--- src/rtl/ioctl_dl_pacer_if.sv ---
// ioctl_dl_pacer_if: groups the ioctl download stream, the core download
// port and the progress/status flags of the download pacer.
// master = ioctl source / core side, slave = the pacer itself.
interface ioctl_dl_pacer_if;
   logic        ioctl_download;
   logic        ioctl_wr;
   logic [24:0] ioctl_addr;
   logic [7:0]  ioctl_dout;
   logic [7:0]  ioctl_index;
   logic        ioctl_wait;
   logic [15:0] dn_addr;
   logic [7:0]  dn_data;
   logic        dn_wr;
   logic        dl_busy;
   logic        dl_done;
   logic [24:0] byte_count;
   logic [7:0]  checksum;
   logic        overflow_err;
   logic        addr_err;

   modport master (
      output ioctl_download, ioctl_wr, ioctl_addr, ioctl_dout, ioctl_index,
      input  ioctl_wait, dn_addr, dn_data, dn_wr, dl_busy, dl_done,
             byte_count, checksum, overflow_err, addr_err
   );

   modport slave (
      input  ioctl_download, ioctl_wr, ioctl_addr, ioctl_dout, ioctl_index,
      output ioctl_wait, dn_addr, dn_data, dn_wr, dl_busy, dl_done,
             byte_count, checksum, overflow_err, addr_err
   );
endinterface

--- src/rtl/ioctl_dl_pacer.sv ---
// ioctl_dl_pacer: buffers the fast ioctl byte stream in a small FIFO and
// replays each byte to the core download port as a stretched dn_wr strobe
// (SETUP, WR_HOLD cycles high, WR_GAP cycles low), with ioctl_wait
// back-pressure, byte count, checksum and sticky error flags.
// Optional: define DL_ADDR_CHECK_EN to build the address-continuity
// checker driving addr_err; otherwise addr_err is tied low.
module ioctl_dl_pacer #(
   parameter int         FIFO_DEPTH = 8,
   parameter logic [7:0] ROM_INDEX  = 8'd0,
   parameter int         WR_HOLD    = 4,
   parameter int         WR_GAP     = 4
) (
   input  logic               clk_48,
   input  logic               reset_n,
   ioctl_dl_pacer_if.slave    bus
);

   localparam int AW      = $clog2(FIFO_DEPTH);
   localparam int CNT_MAX = (WR_HOLD > WR_GAP) ? WR_HOLD : WR_GAP;
   localparam int CW      = $clog2(CNT_MAX + 1);
   localparam logic [AW:0] FILL_FULL = (AW+1)'(FIFO_DEPTH);
   localparam logic [AW:0] FILL_WAIT = (AW+1)'(FIFO_DEPTH - 2);
   localparam logic [CW-1:0] HOLD_LD = CW'(WR_HOLD - 1);
   localparam logic [CW-1:0] GAP_LD  = CW'(WR_GAP - 1);

   typedef enum logic [1:0] {IDLE, SETUP, STROBE, GAP} state_t;

   state_t          state_q, state_d;
   logic [CW-1:0]   timer_q, timer_d;

   logic [23:0]     mem [FIFO_DEPTH];
   logic [AW-1:0]   wr_ptr_q, rd_ptr_q;
   logic [AW:0]     fill_q, fill_d;
   logic            fifo_empty, fifo_full;

   logic [15:0]     dn_addr_q;
   logic [7:0]      dn_data_q;
   logic            dn_wr;

   logic            dl_prev_q, busy_prev_q, wait_q;
   logic [24:0]     byte_count_q;
   logic [7:0]      checksum_q;
   logic            overflow_q;

   logic            accept, dl_rise, push, pop, busy;

   assign accept     = bus.ioctl_download & bus.ioctl_wr & (bus.ioctl_index == ROM_INDEX);
   assign dl_rise    = bus.ioctl_download & ~dl_prev_q;
   assign fifo_empty = (fill_q == '0);
   assign fifo_full  = (fill_q == FILL_FULL);
   // A byte arriving while full is dropped even if a pop happens that cycle.
   assign push       = accept & ~fifo_full;

   // FSM state register: state and hold/gap timer.
   always_ff @(posedge clk_48 or negedge reset_n) begin
      if (!reset_n) begin
         state_q <= IDLE;
         timer_q <= '0;
      end else begin
         state_q <= state_d;
         timer_q <= timer_d;
      end
   end

   // FSM next state: pop the FIFO head whenever a new SETUP begins.
   always_comb begin
      state_d = state_q;
      timer_d = timer_q;
      pop     = 1'b0;
      unique case (state_q)
         IDLE: begin
            if (!fifo_empty) begin
               state_d = SETUP;
               pop     = 1'b1;
            end
         end
         SETUP: begin
            state_d = STROBE;
            timer_d = HOLD_LD;
         end
         STROBE: begin
            if (timer_q == '0) begin
               state_d = GAP;
               timer_d = GAP_LD;
            end else begin
               timer_d = timer_q - 1'b1;
            end
         end
         GAP: begin
            if (timer_q == '0) begin
               if (!fifo_empty) begin
                  state_d = SETUP;
                  pop     = 1'b1;
               end else begin
                  state_d = IDLE;
               end
            end else begin
               timer_d = timer_q - 1'b1;
            end
         end
         default: state_d = IDLE;
      endcase
   end

   // FSM outputs: strobe decoded from state so async reset drops it at once.
   always_comb begin
      dn_wr = (state_q == STROBE);
   end

   // FIFO storage: write port only, no reset so it maps onto RAM.
   always_ff @(posedge clk_48) begin
      if (push) mem[wr_ptr_q] <= {bus.ioctl_addr[15:0], bus.ioctl_dout};
   end

   // FIFO occupancy after this cycle's push/pop.
   always_comb begin
      fill_d = fill_q;
      unique case ({push, pop})
         2'b10:   fill_d = fill_q + 1'b1;
         2'b01:   fill_d = fill_q - 1'b1;
         default: fill_d = fill_q;
      endcase
   end

   // FIFO pointers, fill level and registered back-pressure.
   always_ff @(posedge clk_48 or negedge reset_n) begin
      if (!reset_n) begin
         wr_ptr_q <= '0;
         rd_ptr_q <= '0;
         fill_q   <= '0;
         wait_q   <= 1'b0;
      end else begin
         if (push) wr_ptr_q <= wr_ptr_q + 1'b1;
         if (pop)  rd_ptr_q <= rd_ptr_q + 1'b1;
         fill_q <= fill_d;
         wait_q <= (fill_d >= FILL_WAIT);
      end
   end

   // Registered FIFO read straight into the download address/data outputs.
   always_ff @(posedge clk_48 or negedge reset_n) begin
      if (!reset_n) begin
         dn_addr_q <= '0;
         dn_data_q <= '0;
      end else if (pop) begin
         {dn_addr_q, dn_data_q} <= mem[rd_ptr_q];
      end
   end

   // Progress counters; a new window clears them but still counts its first byte.
   always_ff @(posedge clk_48 or negedge reset_n) begin
      if (!reset_n) begin
         dl_prev_q    <= 1'b0;
         busy_prev_q  <= 1'b0;
         byte_count_q <= '0;
         checksum_q   <= '0;
         overflow_q   <= 1'b0;
      end else begin
         dl_prev_q    <= bus.ioctl_download;
         busy_prev_q  <= busy;
         byte_count_q <= (dl_rise ? 25'd0 : byte_count_q) + {24'd0, accept};
         checksum_q   <= (dl_rise ? 8'd0 : checksum_q) + (accept ? bus.ioctl_dout : 8'd0);
         overflow_q   <= (dl_rise ? 1'b0 : overflow_q) | (accept & fifo_full);
      end
   end

   assign busy = bus.ioctl_download | ~fifo_empty | (state_q != IDLE);

`ifdef DL_ADDR_CHECK_EN
   logic [24:0] prev_addr_q;
   logic        have_prev_q, addr_err_q, have_prev_eff;

   assign have_prev_eff = have_prev_q & ~dl_rise;

   // Address continuity: every accepted byte after the first must be prev+1.
   always_ff @(posedge clk_48 or negedge reset_n) begin
      if (!reset_n) begin
         prev_addr_q <= '0;
         have_prev_q <= 1'b0;
         addr_err_q  <= 1'b0;
      end else begin
         addr_err_q <= (dl_rise ? 1'b0 : addr_err_q) |
                       (accept & have_prev_eff & (bus.ioctl_addr != prev_addr_q + 25'd1));
         if (accept) begin
            prev_addr_q <= bus.ioctl_addr;
            have_prev_q <= 1'b1;
         end else if (dl_rise) begin
            have_prev_q <= 1'b0;
         end
      end
   end

   assign bus.addr_err = addr_err_q;
`else
   logic unused_addr_hi;
   assign unused_addr_hi = &{1'b0, bus.ioctl_addr[24:16]};
   assign bus.addr_err   = 1'b0;
`endif

   assign bus.ioctl_wait   = wait_q;
   assign bus.dn_addr      = dn_addr_q;
   assign bus.dn_data      = dn_data_q;
   assign bus.dn_wr        = dn_wr;
   assign bus.dl_busy      = busy;
   assign bus.dl_done      = busy_prev_q & ~busy;
   assign bus.byte_count   = byte_count_q;
   assign bus.checksum     = checksum_q;
   assign bus.overflow_err = overflow_q;

endmodule
--- src/flat_wrapper.sv ---
// flat-port wrapper written by rule: the top's interface ports become plain ports
module ioctl_dl_pacer_flat 
#(
   parameter int         FIFO_DEPTH = 8,
   parameter logic [7:0] ROM_INDEX  = 8'd0,
   parameter int         WR_HOLD    = 4,
   parameter int         WR_GAP     = 4
)
  (clk_48, reset_n, bus_ioctl_download, bus_ioctl_wr, bus_ioctl_addr, bus_ioctl_dout, bus_ioctl_index, bus_ioctl_wait, bus_dn_addr, bus_dn_data, bus_dn_wr, bus_dl_busy, bus_dl_done, bus_byte_count, bus_checksum, bus_overflow_err, bus_addr_err);
  ioctl_dl_pacer_if bus_i ();
  input  logic clk_48;
  input  logic reset_n;
  input wire logic [$bits(bus_i.ioctl_download)-1:0] bus_ioctl_download;
  input wire logic [$bits(bus_i.ioctl_wr)-1:0] bus_ioctl_wr;
  input wire logic [$bits(bus_i.ioctl_addr)-1:0] bus_ioctl_addr;
  input wire logic [$bits(bus_i.ioctl_dout)-1:0] bus_ioctl_dout;
  input wire logic [$bits(bus_i.ioctl_index)-1:0] bus_ioctl_index;
  output wire logic [$bits(bus_i.ioctl_wait)-1:0] bus_ioctl_wait;
  output wire logic [$bits(bus_i.dn_addr)-1:0] bus_dn_addr;
  output wire logic [$bits(bus_i.dn_data)-1:0] bus_dn_data;
  output wire logic [$bits(bus_i.dn_wr)-1:0] bus_dn_wr;
  output wire logic [$bits(bus_i.dl_busy)-1:0] bus_dl_busy;
  output wire logic [$bits(bus_i.dl_done)-1:0] bus_dl_done;
  output wire logic [$bits(bus_i.byte_count)-1:0] bus_byte_count;
  output wire logic [$bits(bus_i.checksum)-1:0] bus_checksum;
  output wire logic [$bits(bus_i.overflow_err)-1:0] bus_overflow_err;
  output wire logic [$bits(bus_i.addr_err)-1:0] bus_addr_err;
  assign bus_i.ioctl_download = bus_ioctl_download;
  assign bus_i.ioctl_wr = bus_ioctl_wr;
  assign bus_i.ioctl_addr = bus_ioctl_addr;
  assign bus_i.ioctl_dout = bus_ioctl_dout;
  assign bus_i.ioctl_index = bus_ioctl_index;
  assign bus_ioctl_wait = bus_i.ioctl_wait;
  assign bus_dn_addr = bus_i.dn_addr;
  assign bus_dn_data = bus_i.dn_data;
  assign bus_dn_wr = bus_i.dn_wr;
  assign bus_dl_busy = bus_i.dl_busy;
  assign bus_dl_done = bus_i.dl_done;
  assign bus_byte_count = bus_i.byte_count;
  assign bus_checksum = bus_i.checksum;
  assign bus_overflow_err = bus_i.overflow_err;
  assign bus_addr_err = bus_i.addr_err;
  ioctl_dl_pacer #(.FIFO_DEPTH(FIFO_DEPTH), .ROM_INDEX(ROM_INDEX), .WR_HOLD(WR_HOLD), .WR_GAP(WR_GAP)) u_core (.clk_48(clk_48), .reset_n(reset_n), .bus(bus_i));
endmodule
--- config.mk ---
export PLATFORM = sky130hd
export DESIGN_NAME = ioctl_dl_pacer_flat
export DESIGN_NICKNAME = d
export VERILOG_FILES = /design/src/rtl/ioctl_dl_pacer_if.sv /design/src/rtl/ioctl_dl_pacer.sv /design/src/flat_wrapper.sv
export SDC_FILE = /design/constraint.sdc
export NUM_CORES = 1
export LEC_CHECK = 0
export BUFFER_PORTS_ARGS = -buffer_cell sky130_fd_sc_hd__buf_2
export CORE_MARGIN = 4
export CORE_UTILIZATION = 48
export CTS_CLUSTER_SIZE = 10
export DETAILED_ROUTE_END_ITERATION = 12
export PLACE_DENSITY = 0.7
export SLEW_MARGIN = 10
export SYNTH_ARGS = -nofsm -noshare
export SYNTH_HDL_FRONTEND = slang
export SYNTH_SLANG_ARGS = --single-unit
export TNS_END_PERCENT = 50
--- constraint.sdc ---
create_clock -name clk_48 -period 3.12 [get_ports clk_48]
set_input_delay 0.624 -clock clk_48 [delete_from_list [all_inputs] [get_ports clk_48]]
set_output_delay 0.624 -clock clk_48 [all_outputs]
set_load 0.02 [all_outputs]
==> flow_summary.yaml <==
outcome:
  status: "finished, final reports clean"
die:
  die_h_um: 159
  die_w_um: 159
  start_util: 0.485
  core_area_um2: 22600
  die_area_um2: 25300
  rows: 55
  io_pins: 108
timing:
  period_minus_slack_ns: 2.91
  rsz0062_at_grt: "false"
  worst_pin_slew_ns: 0.993
  hold_viol_final: 0
  drv_slew: 0
  holdWs_ns: 0.154
  clock_skew_ns: 0.0152
  period_share: 0.932
  max_freq_mhz: 344
  relSlewSlack: 0.338
  finalSetupViolations: 0
power:
  vdd_drop_max_uv: 499
  power.leakage_uw: 0.00489
  comb_power_share: 0.234
  power-per-cell-area_nw_per_um2: 772
  clkPwrFrac: 0.312
  swShare: 0.287
  seqPwrFrac: 0.454
  p_int_uw: 7100
  power_switching_uw: 2860
synth:
  synth-xor-area-share: 0.0256
  avgSynthCellArea_um2: 16.7
  synthMuxAreaShare: 0.124
  yosys.area_share.adder: 0.0235
  synth_cell_type_count: 52
  synth_edf_count: 192
  synth_cells: 656
  synth_fp_nets: 721
  synth_area_leaders: "edfxtp_1 (53%), dfrtp_1 (17%), mux4_2 (9.9%), mux2i_1 (2.2%), ha_1 (2.2%)"
  netlist_top_cells_count: "edfxtp_1 (192), dfrtp_1 (76), nor2_1 (54)"
  yosysMostFrequentCell: "edfxtp_1"
  synth_top_area_cell: "edfxtp_1"
  syn_area_um2: 11000
  ys_warn_count: 0
  synth_top_family_by_area: "multiplexers"
  yosysTopAreaCellShare: 0.527
  synth-compound-area-share: 0.0320
  ys_ff_latch: 268
  synthSimpleGateAreaFrac: 0.0777
  ys.flop_type: "edfxtp_1"
  async_flop_share: 0.284
  ys_seq_area_frac: 0.700
setup_path:
  endpoint_kind: "output pin"
  cp_max_fo: 8
  cp.arrival_ns: 2.28
  path_class: "flip-flop to output pin"
  start_kind: "flip-flop"
  worstPathRequired_ns: 2.50
finish:
  drive_gt1_frac: 0.292
  diodes: 0
  fin_cells: 1094
  area_growth_pct: 17.9
  finalInstanceArea_um2: 12900
  fin_nets: 852
  fill_cells: 1757
place:
  place_congestion: 0.798
  dpl.hpwl_um: 13300
  dp.cells: 1040
  portBuffers: 97
  placed_cell_area_um2: 12000
flow_run:
  cap_violations: 0
clock_network:
  clk_path_buf_depth: 3
  cts_num_sinks: 268
  root_buffer: "clkbuf_16"
  clk_latency_ns: 0.53
  postCtsSetupBuffers: 0
  cts_resized: 0
  cts_tree: "yes"
  cts_hold_buf: 0
  clk_pin_slew_worst_paths_ns: 0.06
  numCtsBuffers: 30
  htree_levels: 1
global_route:
  overflow: 0
  grt_pass1_vias: 6436
  grt_pass1_wl_um: 34900
  grtUsageTotal: 0.172
  grt_start_max_net_pins: 57
  antenna_found_initial: 0
route:
  avgRoutedWirePerCell_um: 19.8
  drtIter0Drc: 338
  vias_per_cell: 5.44
  drc_errors: 0
  wl_um: 21700
  firstDrtPassIters: 5
  vias: 5955
  ant_nets: 0
worst_hold_path:
  min_path_type: "input pin to asynchronous set/reset pin"
[routing by layer]
metal  part of all wire  global-route usage  vias to the layer above  wire, um
li1                   -                   -                     2751         -
met1               0.42               0.224                     3013      9010
met2               0.51               0.298                      169     11000
met3              0.065              0.0440                       22      1410
met4              0.013              0.0316                        0       276
met5                  0                   0                        -         0
[power by group through the flow]
stage / clock, uW / combinational, uW / sequential, uW
CTS: 3190 / 2370 / 4540
global route: 3370 / 2550 / 4590
floorplan: 0 / 1810 / 4480
finish: 3110 / 2330 / 4520
detailed placement: 0 / 2350 / 4610
global placement: 0 / 2270 / 4590
[critical path, stage by stage (launching register included)]
cell and delay, ns:
dfrtp_1 0.48, nor4_2 0.54, nand2_1 0.14, or2_2 0.32, nor2_1 0.10, buf_2 0.17
[cell families after synthesis]
logic type      after synthesis
compound gates               61
xor+xnor                     32
fa+ha+maj                    20
buf+inv                      43
flops                       268
mux                          75
other cells                   1
simple gates                156
[stage by stage]
step	util	worst slack [ns]	TNS [ns]	total power, uW
global placement	0.533	-0.0677	-0.0677	6860
finish	0.572	0.211	0	9960
floorplan	-	-0.0446	-3.21	6280
CTS	0.572	0.196	0	10100
global route	0.572	0.0529	0	10500
detailed placement	0.533	-0.149	-0.250	6960
[layout make-up]
cell class	instances	area, um^2	share of cell area
repair buffers	127	801	0.0620
multi-input cells	345	3150	0.244
well taps	285	357	0.0276
clock buffers	54	872	0.0676
flip-flops and latches	268	7670	0.594
inverters	15	56.3	0.00436
[registers in the layout, indices dropped and copies added (netlist names)]
register and cells:
u_core.state_q 2, u_core.bus.byte_count 25, u_core.rd_ptr_q 3, u_core.bus.overflow_err 1, u_core.wr_ptr_q 3, u_core.bus.dn_data 8
u_core.dl_prev_q 1, u_core.fill_q 4, u_core.busy_prev_q 1, u_core.bus.dn_addr 16, u_core.timer_q 3, u_core.bus.ioctl_wait 1
u_core.mem 192, u_core.bus.checksum 8
[worst paths after layout]
kind | from | depth (start not counted) | slack (ns) | endpoint
max in group asynchronous | reset_n | 2 | 2.25 | u_core.bus.byte_count[11]
hold / removal | reset_n | 1 | 0.15 | u_core.bus.dn_addr[0]
setup / recovery | u_core.fill_q[1] | 5 | 0.21 | bus_dl_done
hold reg to reg | u_core.bus.overflow_err | 2 | 0.51 | u_core.bus.overflow_err
min in group clk_48 | bus_ioctl_download | 1 | 0.27 | u_core.dl_prev_q
setup reg to reg | u_core.fill_q[1] | 10 | 0.48 | u_core.bus.ioctl_wait
[cell usage in the layout, fill, tap and decap left out, drive strengths merged, types with 4 or more instances in the layout]
master  instances
a21oi          35
inv            15
edfxtp        192
nand2          30
nand2b          5
nand4           7
dfrtp          76
ha             19
o21ai          11
xnor2          12
buf           127
nor2           54
xor2           20
nor2b           4
nor3            5
nand3          14
a21o            4
clkbuf         54
and2           16
mux4           48
mux2i          24
No activity file was read; power rests on OpenSTA's default activity.
